$ cat src/rtl/unidade_controle_rodada.sv
// rtl/unidade_controle_rodada.sv - Moore FSM sequencing one game round with a move timeout
module unidade_controle_rodada #(
  parameter int          TIMEOUT_CYCLES = 5000,
  parameter logic [3:0]  START_POS      = 4'd0
) (
  input  logic       i_clock,
  input  logic       i_clr,
  input  logic       i_iniciar,
  input  logic       i_jogada,
  input  logic       i_acertou,
  input  logic       i_fim_seq,
  input  logic       i_meio_seq,
  input  logic       i_modo_meio,
  output logic       o_cont_clr,
  output logic       o_cont_ld,
  output logic [3:0] o_cont_D,
  output logic       o_cont_en,
  output logic       o_registra,
  output logic       o_pronto,
  output logic       o_ganhou,
  output logic       o_perdeu,
  output logic       o_timeout,
  output logic [3:0] o_db_estado
);

  typedef enum logic [3:0] {
    S_INICIAL     = 4'h0,
    S_PREPARACAO  = 4'h1,
    S_ESPERA      = 4'h2,
    S_REGISTRA    = 4'h3,
    S_COMPARACAO  = 4'h4,
    S_PROXIMO     = 4'h5,
    S_FIM_ACERTO  = 4'hA,
    S_FIM_ERRO    = 4'hE,
    S_FIM_TIMEOUT = 4'hF
  } estado_t;

  localparam logic [15:0] LP_TIMER_ULTIMO = 16'(TIMEOUT_CYCLES - 1);
  localparam logic [15:0] LP_TIMER_MAX    = 16'hFFFF;

  estado_t     r_estado;
  estado_t     w_proximo;
  logic [15:0] r_timer;
  logic        w_timer_expirou;
  logic        w_fim_rodada;

  assign w_timer_expirou = (r_timer == LP_TIMER_ULTIMO);
  assign w_fim_rodada    = i_modo_meio ? i_meio_seq : i_fim_seq;

  always_ff @(posedge i_clock or negedge i_clr) begin
    if (!i_clr) begin
      r_estado <= S_INICIAL;
    end else begin
      r_estado <= w_proximo;
    end
  end

  // Timer only advances in espera and saturates so a huge TIMEOUT_CYCLES never wraps.
  always_ff @(posedge i_clock or negedge i_clr) begin
    if (!i_clr) begin
      r_timer <= 16'd0;
    end else if (r_estado == S_PREPARACAO) begin
      r_timer <= 16'd0;
    end else if (r_estado == S_ESPERA) begin
      if (i_jogada) begin
        r_timer <= 16'd0;
      end else if (r_timer != LP_TIMER_MAX) begin
        r_timer <= r_timer + 16'd1;
      end
    end
  end

  always_comb begin
    w_proximo = S_INICIAL;
    case (r_estado)
      S_INICIAL:     w_proximo = i_iniciar ? S_PREPARACAO : S_INICIAL;
      S_PREPARACAO:  w_proximo = S_ESPERA;
      S_ESPERA: begin
        if (i_jogada) begin
          w_proximo = S_REGISTRA;
        end else if (w_timer_expirou) begin
          w_proximo = S_FIM_TIMEOUT;
        end else begin
          w_proximo = S_ESPERA;
        end
      end
      S_REGISTRA:    w_proximo = S_COMPARACAO;
      S_COMPARACAO: begin
        if (!i_acertou) begin
          w_proximo = S_FIM_ERRO;
        end else if (w_fim_rodada) begin
          w_proximo = S_FIM_ACERTO;
        end else begin
          w_proximo = S_PROXIMO;
        end
      end
      S_PROXIMO:     w_proximo = S_ESPERA;
      S_FIM_ACERTO:  w_proximo = i_iniciar ? S_PREPARACAO : S_FIM_ACERTO;
      S_FIM_ERRO:    w_proximo = i_iniciar ? S_PREPARACAO : S_FIM_ERRO;
      S_FIM_TIMEOUT: w_proximo = i_iniciar ? S_PREPARACAO : S_FIM_TIMEOUT;
      default:       w_proximo = S_INICIAL;
    endcase
  end

  always_comb begin
    o_cont_clr = 1'b1;
    o_cont_ld  = 1'b1;
    o_cont_en  = 1'b0;
    o_registra = 1'b0;
    o_ganhou   = 1'b0;
    o_perdeu   = 1'b0;
    o_timeout  = 1'b0;
    case (r_estado)
      S_INICIAL:     o_cont_clr = 1'b0;
      S_PREPARACAO:  o_cont_ld  = 1'b0;
      S_REGISTRA:    o_registra = 1'b1;
      S_PROXIMO:     o_cont_en  = 1'b1;
      S_FIM_ACERTO:  o_ganhou   = 1'b1;
      S_FIM_ERRO:    o_perdeu   = 1'b1;
      S_FIM_TIMEOUT: o_timeout  = 1'b1;
      default:       o_cont_clr = 1'b1;
    endcase
    o_pronto = o_ganhou | o_perdeu | o_timeout;
  end

  assign o_cont_D    = START_POS;
  assign o_db_estado = r_estado;

endmodule

$ cat config.mk
export PLATFORM = sky130hd
export DESIGN_NAME = unidade_controle_rodada
export DESIGN_NICKNAME = d
export VERILOG_FILES = /design/src/rtl/unidade_controle_rodada.sv
export SDC_FILE = /design/constraint.sdc
export NUM_CORES = 1
export LEC_CHECK = 0
export ABC_AREA = 1
export ABC_CLOCK_PERIOD_IN_PS = 4500
export BUFFER_PORTS_ARGS = -buffer_cell sky130_fd_sc_hd__buf_2
export CAP_MARGIN = 20
export CORE_MARGIN = 3
export CORE_UTILIZATION = 50
export CTS_CLUSTER_SIZE = 28
export DETAILED_ROUTE_END_ITERATION = 6
export PLACE_DENSITY = 0.71
export SETUP_SLACK_MARGIN = 0.5
export SYNTH_ARGS = -nofsm -noshare
export SYNTH_HDL_FRONTEND = slang
export SYNTH_SLANG_ARGS = --single-unit
$ cat constraint.sdc
create_clock -name i_clock -period 4.5 [get_ports i_clock]
set_input_delay 0.225 -clock i_clock [delete_from_list [all_inputs] [get_ports i_clock]]
set_output_delay 0.225 -clock i_clock [all_outputs]
set_load 0.03 [all_outputs]
Yosys cells after proc, flatten, opt, wreduce, memory -nomap -nowiden
Cells that the tools add are included.

word-level totals
  flip-flop bits (word level) = 20
  input bits = 8
  output and inout bits = 16
  logic and storage cells = 41

operators by class
  add/subtract/negate cells = 1
  equality and inequality tests = 10
  mux-type cells = 21
  bitwise operators = 2
  reduce and logical (&&, ||, !) cells = 5

operators with widths
  cell                     number
  $mux W16                 4
  $pmux W4 S8              1
  $mux W4                  7
  $add A16 B1 Y16 const B  1
  $eq A16 B13 Y1 const B   1
  $ne A16 B16 Y1 const B   1
  $eq A4 B4 Y1 const B     3
  $mux W1                  9
  $eq A4 B2 Y1 const B     2
  $eq A4 B3 Y1 const B     2
  $eq A4 B1 Y1 const B     1
  $logic_not A4 Y1         1
  $reduce_bool A3 Y1       1
  $or A1 B1 Y1             2
  $reduce_and A2 Y1        1
  $reduce_bool A2 Y1       1
  $reduce_or A2 Y1         1

Depth between registers and ports, before layout
Gate-level depths: netlist of run 1.

  word-level depth = 5
  depth in mapped cells = 10
  depth with buffers taken out = 10

Worst setup path before layout of run 1
OpenSTA, ideal clock, no wires.

  kind = register to register
  from = reg r_estado[0], in the netlist o_db_estado[0]
  to = reg r_estado[2], in the netlist o_db_estado[2]
  library setup time = 0.070 ns
  arrival = 1.996 ns
  required time = 4.430 ns
  path slack = 2.434 ns
  stages on the path, launching flop included = 5
  path buffers = 0
  cell sequence = dfrtp_1 > inv_1 > nor4_1 > nor3_1 > nand2_1

on the way
  cells in the longest elaborated chain, start to end = 3
  elaborated cells on any way between the ends = 11

ends and longest elaborated chain
  item                                          line  text
  from (decl)                                   41    estado_t r_estado;
  from (signal assigned)                        54    r_estado <= w_proximo;
  $eq A4 B1 Y1 or $eq A4 B3 Y1 (tied branches)  75    case (r_estado)
  $reduce_or A2 Y1 (no line)                    n/a
  $pmux W4 S8 *                                 75
  net w_proximo[2]                              42    estado_t w_proximo;

The timed path passes the listed nets; every way through them passes the cells marked *.
A chain may end at the register's enable or synchronous reset.

Final worst setup path of run 1
  from = reg r_estado[0], in the netlist o_db_estado[0]
  to = out o_registra

on the way
  cells in the longest elaborated chain, start to end = 2

ends and longest elaborated chain
  item          line  text
  $eq A4 B2 Y1  113   case (r_estado)
  $mux W1       113
  to (decl)     18    output logic o_registra,

Every way passes these cells.

==> results_dict.tcl, run 1 <==
set metrics [dict create \
    start_util 0.551 \
    cts_tree "yes" \
    critPathKind "flop to primary output" \
    placed_area_um2 1660 \
    multiInputGateArea_um2 905 \
    num_io_pins 24 \
    cp-start-kind "flop" \
    ys_seq_area_frac 0.313 \
    antennaDiodeCount 0 \
    clockPowerShare 0.197 \
    leakage_nw 0.856 \
    worstSkewPairLatency_ns 0.32 \
    drt_iter0_drc 68 \
    p_sw_uw 392 \
    setup-violations-final 0 \
    ys_ff_latch 20 \
    antenna_found_initial 0 \
    drive_above_1_share 0.260 \
    cp_data_arrival_time_ns 1.60 \
    clock-sinks 20 \
    layout_commonest_cell "nand2_1" \
    cts_buffer_depth 2 \
    syn_inst 227 \
    drt_first_pass_iters 4 \
    grt_overflow 0 \
    core-area_um2 2900 \
    ant_nets 0 \
    track_usage 0.180 \
    hold_class "input port to flop" \
    cts_setup_buffers 0 \
    cts_buffers 3 \
    die_y_um 62.5 \
    seqCellArea_um2 500 \
    clk_pin_slew_ns 0.12 \
    ys_warn_count 0 \
    fin_area_um2 1720 \
    status "finished, final reports clean" \
    worstSetupEndpointType "primary output" \
    synth.cell_area_um2 1600 \
    min_period_ns 1.83 \
    combinationalPowerShare 0.492 \
    skew_ns 0.0204 \
    tns_ns 0 \
    final_cell_mix "52 x nand2_1, 29 x nor2_1, 28 x inv_1, 26 x nand3_1, 20 x dfrtp_1" \
    cts-htree-levels 1 \
    p_int_uw 389 \
    port_buffers 19 \
    grt_max_degree 32 \
    whs_ns 0.257 \
    p_seq_frac 0.311 \
    vias_per_cell 4.97 \
    grt_setup_unrepaired "no" \
    fin_nets 256 \
    grt_pass1_vias 1289 \
    cap_violations 0 \
    fill_cells 320 \
    num_vias 1430 \
    die_area_um2 3910 \
    max_freq_mhz 548 \
    die_w_um 62.5 \
    area_delta_synth_final_pct 7.91 \
    avgSynthCellArea_um2 7.04 \
    grt_pass1_wl_mm 5.78 \
    power_switching_share 0.502 \
    drc 0 \
    wl_mm 3.30 \
    num_rows 19 \
    pre_cts_ws_ns 2.70 \
    crit_path_max_fanout 7 \
    wire_per_inst_um 11.5 \
    cts-root-buf "clkbuf_4" \
    power.density_nw_per_um2 453 \
    hold_viol_final 0 \
    peakVddDrop_uv 554 \
    dp_hpwl_mm 2.56 \
    yosysUniqueCellTypes 27 \
    required_ns 4.28 \
    setup_ws_ns 2.67 \
    period_share 0.406 \
    globalplace.congestion 0.896 \
    slew_viol_final 0 \
]
## layer usage
metal	global-route usage	wire length [µm]
met1	0.234	1570
met2	0.308	1570
met3	0.0414	143
met4	0.0331	15
met5	0	0
## power by group through the flow
stage | Combinational [mW] | Clock (mW) | Sequential (mW)
floorplan | 0.382 | 0 | 0.270
CTS | 0.390 | 0.158 | 0.242
detailed placement | 0.388 | 0 | 0.246
global route | 0.427 | 0.167 | 0.249
global placement | 0.384 | 0 | 0.243
finish | 0.384 | 0.154 | 0.243
## sequential cells by signal (all words and copies together) (netlist names)
name,cells
o_db_estado,4
r_timer,16
## cell usage after synthesis (all sizes together)
cell / instances / area, µm²
nand2: 70 / 313
a31oi: 1 / 21.3
ha: 1 / 12.5
nand2b: 1 / 6.26
nor4: 2 / 12.5
o21ai: 21 / 158
nand4: 4 / 25.0
conb: 1 / 3.75
xor2: 2 / 17.5
nor3: 3 / 15.0
dfrtp: 20 / 500
o211ai: 1 / 7.51
or2: 2 / 12.5
nand3: 27 / 140
nor2: 33 / 144
buf: 8 / 95.1
inv: 29 / 109
a21oi: 1 / 5.00
## final timing paths
check                          startpoint             end  slack (ns)  cells past startpoint
max in group asynchronous           i_clr  o_db_estado[3]        3.78                      2
setup / recovery           o_db_estado[0]      o_registra        2.67                      3
hold / removal                  i_iniciar  o_db_estado[2]        0.26                      4
min in group asynchronous           i_clr      r_timer[3]        0.37                      2
setup reg to reg           o_db_estado[2]      r_timer[9]        2.72                      7
hold reg to reg                r_timer[0]      r_timer[0]        0.56                      2
## per-stage QoR
| step | std cells | util | power, mW |
|---|---|---|---|
| after detailed placement | 283 | 0.573 | 0.635 |
| after floorplan | 230 | - | 0.652 |
| after CTS | 288 | 0.594 | 0.791 |
| final | 288 | 0.594 | 0.781 |
| after global placement | 283 | 0.573 | 0.626 |
| after global routing | 288 | 0.594 | 0.843 |
## worst max-delay path: stages (launching register included)
cell and delay (ns):
dfrtp_1 0.52, inv_1 0.13, nor4_1 0.37, buf_2 0.28
## logic make-up after synthesis
family          after synthesis  synth area share
simple gates                142             0.418
buf+inv                      37             0.128
compound gates               24             0.120
flops                        20             0.313
xor+xnor                      2            0.0110
fa+ha+maj                     1           0.00783
other cells                   1           0.00235
## what timing repair did
item | 4_1_cts | 5_1_grt
hold buffers | 1 | 0
resized for setup | 0 | 0
endpoints found under the hold margin | 20 | 0
## area by class of cell
type,count,area share
inverters,29,0.0631
clock inverters,1,0.0174
well taps,42,0.0305
flip-flops and latches,20,0.290
clock buffers,3,0.0131
repair buffers,20,0.0610
multi-input cells,173,0.525
Power figures use the tool's default switching activity.
==> run 2, diff against run 1 <==
Settings changed: ABC_CLOCK_PERIOD_IN_PS 4500 to 1900.
Clock period 4.5 ns to 1.9 ns, I/O delays scaled along.
==> results_dict.tcl, run 2 (synthesized netlist as in run 1, its figures left out) <==
set metrics [dict create \
    status "finished, final reports clean" \
    power.density_nw_per_um2 1290 \
    reg2reg_to "r_timer[6]" \
    period_share 0.804 \
    vias_per_cell 5.26 \
    track_usage 0.196 \
    reg2reg_slack_ns 0.37 \
    min_period_ns 1.53 \
    fin_nets 274 \
    largest-register "r_timer" \
    hold_class "input port to flop" \
    worstSetupEndpointType "flop" \
    pre_cts_ws_ns 0.265 \
    clk_pin_slew_ns 0.12 \
    num_io_pins 24 \
    drt_first_pass_iters 5 \
    final_cell_mix "44 x nand2_1, 25 x nor2_1, 24 x inv_1, 22 x nand3_1, 15 x buf_4" \
    antenna_found_initial 0 \
    max_freq_mhz 654 \
    cp-start-kind "flop" \
    rr_worst_depth 8 \
    multiInputGateArea_um2 1080 \
    die_area_um2 3910 \
    drive_above_1_share 0.436 \
    drt_iter0_drc 116 \
    die_y_um 62.5 \
    dp_hpwl_mm 2.54 \
    start_util 0.551 \
    cts_buffers 3 \
    fill_cells 227 \
    setup_ws_ns 0.372 \
    grt_pass1_vias 1391 \
    tns_ns 0 \
    critPathKind "flop to flop" \
    num_vias 1610 \
    wire_per_inst_um 13.5 \
    slew_viol_final 0 \
    min_path_cells 4 \
    globalplace.congestion 0.802 \
    min_from "i_iniciar" \
    grt_setup_unrepaired "yes" \
    setup-violations-final 0 \
    num_rows 19 \
    cts-htree-levels 1 \
    leakage_nw 1.04 \
    drc 0 \
    required_ns 2.12 \
    worstSkewPairLatency_ns 0.32 \
    seqCellArea_um2 514 \
    area_delta_synth_final_pct 34.1 \
    cp_data_arrival_time_ns 1.75 \
    hold_end "o_db_estado[2]" \
    largest_reg_flops 16 \
    ant_nets 0 \
    core-area_um2 2900 \
    skew_ns 0.00430 \
    crit_path_max_fanout 8 \
    report.power.total_mw 2.76 \
    regToRegStartpoint "o_db_estado[2]" \
    port_buffers 19 \
    clock-sinks 20 \
    grt_max_degree 21 \
    critical-path-max-stage-delay_ns 0.47 \
    layout_commonest_cell "nand2_1" \
    cts_buffer_depth 2 \
    antennaDiodeCount 0 \
    die_w_um 62.5 \
    grt_overflow 0 \
    cap_violations 0 \
    wl_mm 4.14 \
    crit_chain "buf_12 > nor2_4 > a31oi_4 > nand2_2 > nand2_8 > buf_12 > nand2_2 > o21ai_2" \
    cts-root-buf "clkbuf_4" \
    critPathSlowestCell "dfrtp_2" \
    peakVddDrop_uv 1060 \
    cts_tree "yes" \
    worstSetupStartpoint "o_db_estado[2]" \
    hold_viol_final 0 \
    grt_pass1_wl_mm 6.27 \
]
-- run 2: cell count changes in the layout (fill, tap and decap cells not counted), moves of 4 or more --
| cell | change |
|---|---|
| buf_2 | -8 |
| buf_4 | +15 |
| buf_6 | +4 |
| dfrtp_1 | -11 |
| dfrtp_2 | +11 |
| inv_1 | -4 |
| nand2_1 | -8 |
| nand2_2 | -5 |
| nand2_4 | +12 |
| nand3_1 | -4 |
| nor2_1 | -4 |
-- run 2: power by group --
group	leakage (nW)	internal, mW	switching, mW
combinational	0.762	0.830	1.06
sequential	0.257	0.492	0.109
clock	0.0210	0.117	0.150
-- run 2: stage by stage --
step           cells  instance area [µm²]  hold slack (ns)   util
3_3_place_gp     286                 1750           0.0743  0.604
3_5_place_dp     286                 1750           0.0775  0.604
5_1_grt          306                 2140            0.151  0.739
2_1_floorplan    230                 1660           -0.201      -
4_1_cts          299                 1950            0.125  0.672
6_report         306                 2140            0.127  0.739
-- run 2: area by class of cell --
type	instances	share of cell area
timing repair buffer	38	0.162
sequential	20	0.240
multi-input combinational	173	0.503
inverter	29	0.0531
tap	42	0.0245
clock buffer	4	0.0169
-- run 2: worst max path at each step --
| stage | endpoint | slack (ns) | depth (start not counted) |
|---|---|---|---|
| after global placement | r_timer[4] | 0.31 | 10 |
| final | r_timer[6] | 0.37 | 8 |
| after global routing | r_timer[6] | 0.31 | 10 |
| after floorplan | r_timer[4] | 0.45 | 7 |
| after detailed placement | r_timer[4] | 0.26 | 10 |
| after CTS | r_timer[4] | 0.40 | 8 |
-- run 2: repair_timing --
action	CTS	global route
hold buffers	1	0
resized for setup	25	29
setup buffers	8	5
pin swaps	9	15
endpoints found under the hold margin	20	0
gates cloned	0	2
endpoints found under the setup margin	25	26
-- run 2: layer usage --
metal | up-vias | share of wire | track usage
li1 | 798 | - | -
met1 | 749 | 0.43 | 0.263
met2 | 56 | 0.51 | 0.322
met3 | 7 | 0.043 | 0.0270
met4 | 0 | 0.018 | 0.0661
met5 | - | 0 | 0
-- run 2: critical path, delay by kind of cell, from the launching register on --
kind / cells / cell delay, ns
flops: 1 / 0.47
simple gates: 4 / 0.47
buf+inv: 2 / 0.32
compound gates: 2 / 0.17
==> run 3, diff against run 2 <==
Settings changed: ABC_CLOCK_PERIOD_IN_PS 1900 to 1590.
Clock period 1.9 ns to 1.59 ns, I/O delays scaled along.
==> results_dict.tcl, run 3 (synthesized netlist as in run 1, its figures left out) <==
set metrics [dict create \
    regToRegStartpoint "o_db_estado[2]" \
    cts-root-buf "clkbuf_4" \
    cts_buffer_depth 2 \
    drive_above_1_share 0.512 \
    num_rows 19 \
    cts_tree "yes" \
    core-area_um2 2900 \
    antenna_found_initial 0 \
    crit_buf_inv 2 \
    die_area_um2 3910 \
    die_w_um 62.5 \
    leakage_nw 1.18 \
    track_usage 0.222 \
    antennaDiodeCount 0 \
    hold_class "input port to flop" \
    cp-start-kind "flop" \
    wire_per_inst_um 15.1 \
    min_path_cells 4 \
    largest_reg_flops 16 \
    slew_viol_final 0 \
    dp_hpwl_mm 2.84 \
    cp_common_cell "nand2_2" \
    wl_mm 4.89 \
    globalplace.congestion 0.820 \
    ant_nets 0 \
    num_vias 1722 \
    worstSetupEndpointType "flop" \
    grt_max_degree 21 \
    fin_util 0.833 \
    min_period_ns 1.53 \
    max_freq_mhz 652 \
    skew_ns 0.00516 \
    reg2reg_to "r_timer[4]" \
    drt_iter0_drc 83 \
    power.density_nw_per_um2 1560 \
    drt_first_pass_iters 5 \
    cap_violations 0 \
    period_share 0.964 \
    layout_commonest_cell "nand2_1" \
    worstSkewPairLatency_ns 0.30 \
    port_buffers 19 \
    reg2reg_slack_ns 0.06 \
    clock-sinks 20 \
    drc 0 \
    hold_viol_final 0 \
    crit_chain "nor2_4 > a31oi_4 > nand2_2 > nand2_4 > buf_12 > clkbuf_16 > nand2_2 > o21ai_2" \
    die_y_um 62.5 \
    clk_pin_slew_ns 0.11 \
    rr_worst_depth 8 \
    crit_path_max_fanout 6 \
    peakVddDrop_uv 1140 \
    crit_family "simple AND/OR/NAND/NOR gates" \
    setup_ws_ns 0.0570 \
    pre_cts_ws_ns 0.0687 \
    hold_end "o_db_estado[3]" \
    critPathKind "flop to flop" \
    vias_per_cell 5.33 \
    largest-register "r_timer" \
    grt_overflow 0 \
    grt_pass1_vias 1506 \
    critPathSlowestCell "dfrtp_2" \
    grt_setup_unrepaired "yes" \
    min_from "i_iniciar" \
    area_delta_synth_final_pct 51.2 \
    grt_pass1_wl_mm 7.13 \
    start_util 0.551 \
    fin_nets 291 \
    status "finished, final reports clean" \
    cp_data_arrival_time_ns 1.73 \
    cts_buffers 3 \
    cts-htree-levels 1 \
    num_io_pins 24 \
    critical-path-max-stage-delay_ns 0.46 \
    setup-violations-final 0 \
    required_ns 1.79 \
    final_cell_mix "38 x nand2_1, 22 x inv_1, 22 x buf_4, 21 x nand3_1, 20 x nor2_1" \
]
==> run 3: cell count changes in the layout (fill, tap and decap cells not counted), sizes merged <==
cell / delta
buf: +19
clkbuf: -2
==> run 3: area by class of cell <==
| cell class | instances | area (µm²) |
|---|---|---|
| inverter | 29 | 119 |
| multi-input combinational | 173 | 1140 |
| timing repair buffer | 55 | 564 |
| clock buffer | 4 | 26.3 |
| sequential | 20 | 510 |
| tap | 42 | 52.6 |
| fill | 168 | 484 |
==> run 3: repair_timing <==
| action | 4_1_cts | 5_1_grt |
|---|---|---|
| setup buffers | 12 | 8 |
| hold buffers | 1 | 0 |
| pin swaps | 18 | 18 |
| resized for setup | 53 | 33 |
| cloned | 1 | 2 |
| endpoints found under the hold margin | 20 | 0 |
| setup endpoints to repair | 31 | 31 |
==> run 3: worst max-delay path by stage <==
stage                   startpoint     endpoint  slack [ns]  cells after the start
detailed placement      r_timer[0]  r_timer[12]        0.07                      9
floorplan           o_db_estado[3]   r_timer[2]        0.15                      7
global route            r_timer[1]  r_timer[11]      -0.008                      6
CTS                 o_db_estado[3]   o_registra        0.11                      3
global placement        r_timer[0]   r_timer[4]        0.10                      9
finish              o_db_estado[2]   r_timer[4]        0.06                      8
==> run 3: power by group <==
group	total, mW	internal (mW)	switching, mW
combinational	2.80	1.37	1.43
sequential	0.702	0.588	0.115
clock	0.255	0.0978	0.157
total	3.76	2.06	1.70
==> run 3: worst min-delay path, delay by kind of cell <==
family	cells	cell delay [ns]
AND/OR/NAND/NOR	2	0.16
buffers and inverters	1	0.11
AO/OA/AOI/OAI	1	0.08
==> run 3: metal layers <==
| layer | track usage | vias up | wire length, µm | share of wire |
|---|---|---|---|---|
| met4 | 0.0606 | 0 | 144 | 0.029 |
| met2 | 0.381 | 61 | 2380 | 0.49 |
| met1 | 0.290 | 817 | 2090 | 0.43 |
| met3 | 0.0324 | 17 | 278 | 0.057 |
| met5 | 0 | - | 0 | 0 |
| li1 | - | 827 | - | - |
==> run 3: through the flow <==
stage | instance area (µm²) | power [mW] | TNS, ns | hold slack (ns) | std cells
final | 2420 | 3.76 | 0 | 0.160 | 323
after global routing | 2420 | 3.94 | -0.0134 | 0.185 | 323
after CTS | 2190 | 3.28 | 0 | 0.164 | 313
after detailed placement | 1840 | 2.21 | 0 | 0.0564 | 295
after global placement | 1840 | 2.18 | 0 | 0.0499 | 295
after floorplan | 1680 | 1.97 | 0 | -0.216 | 230
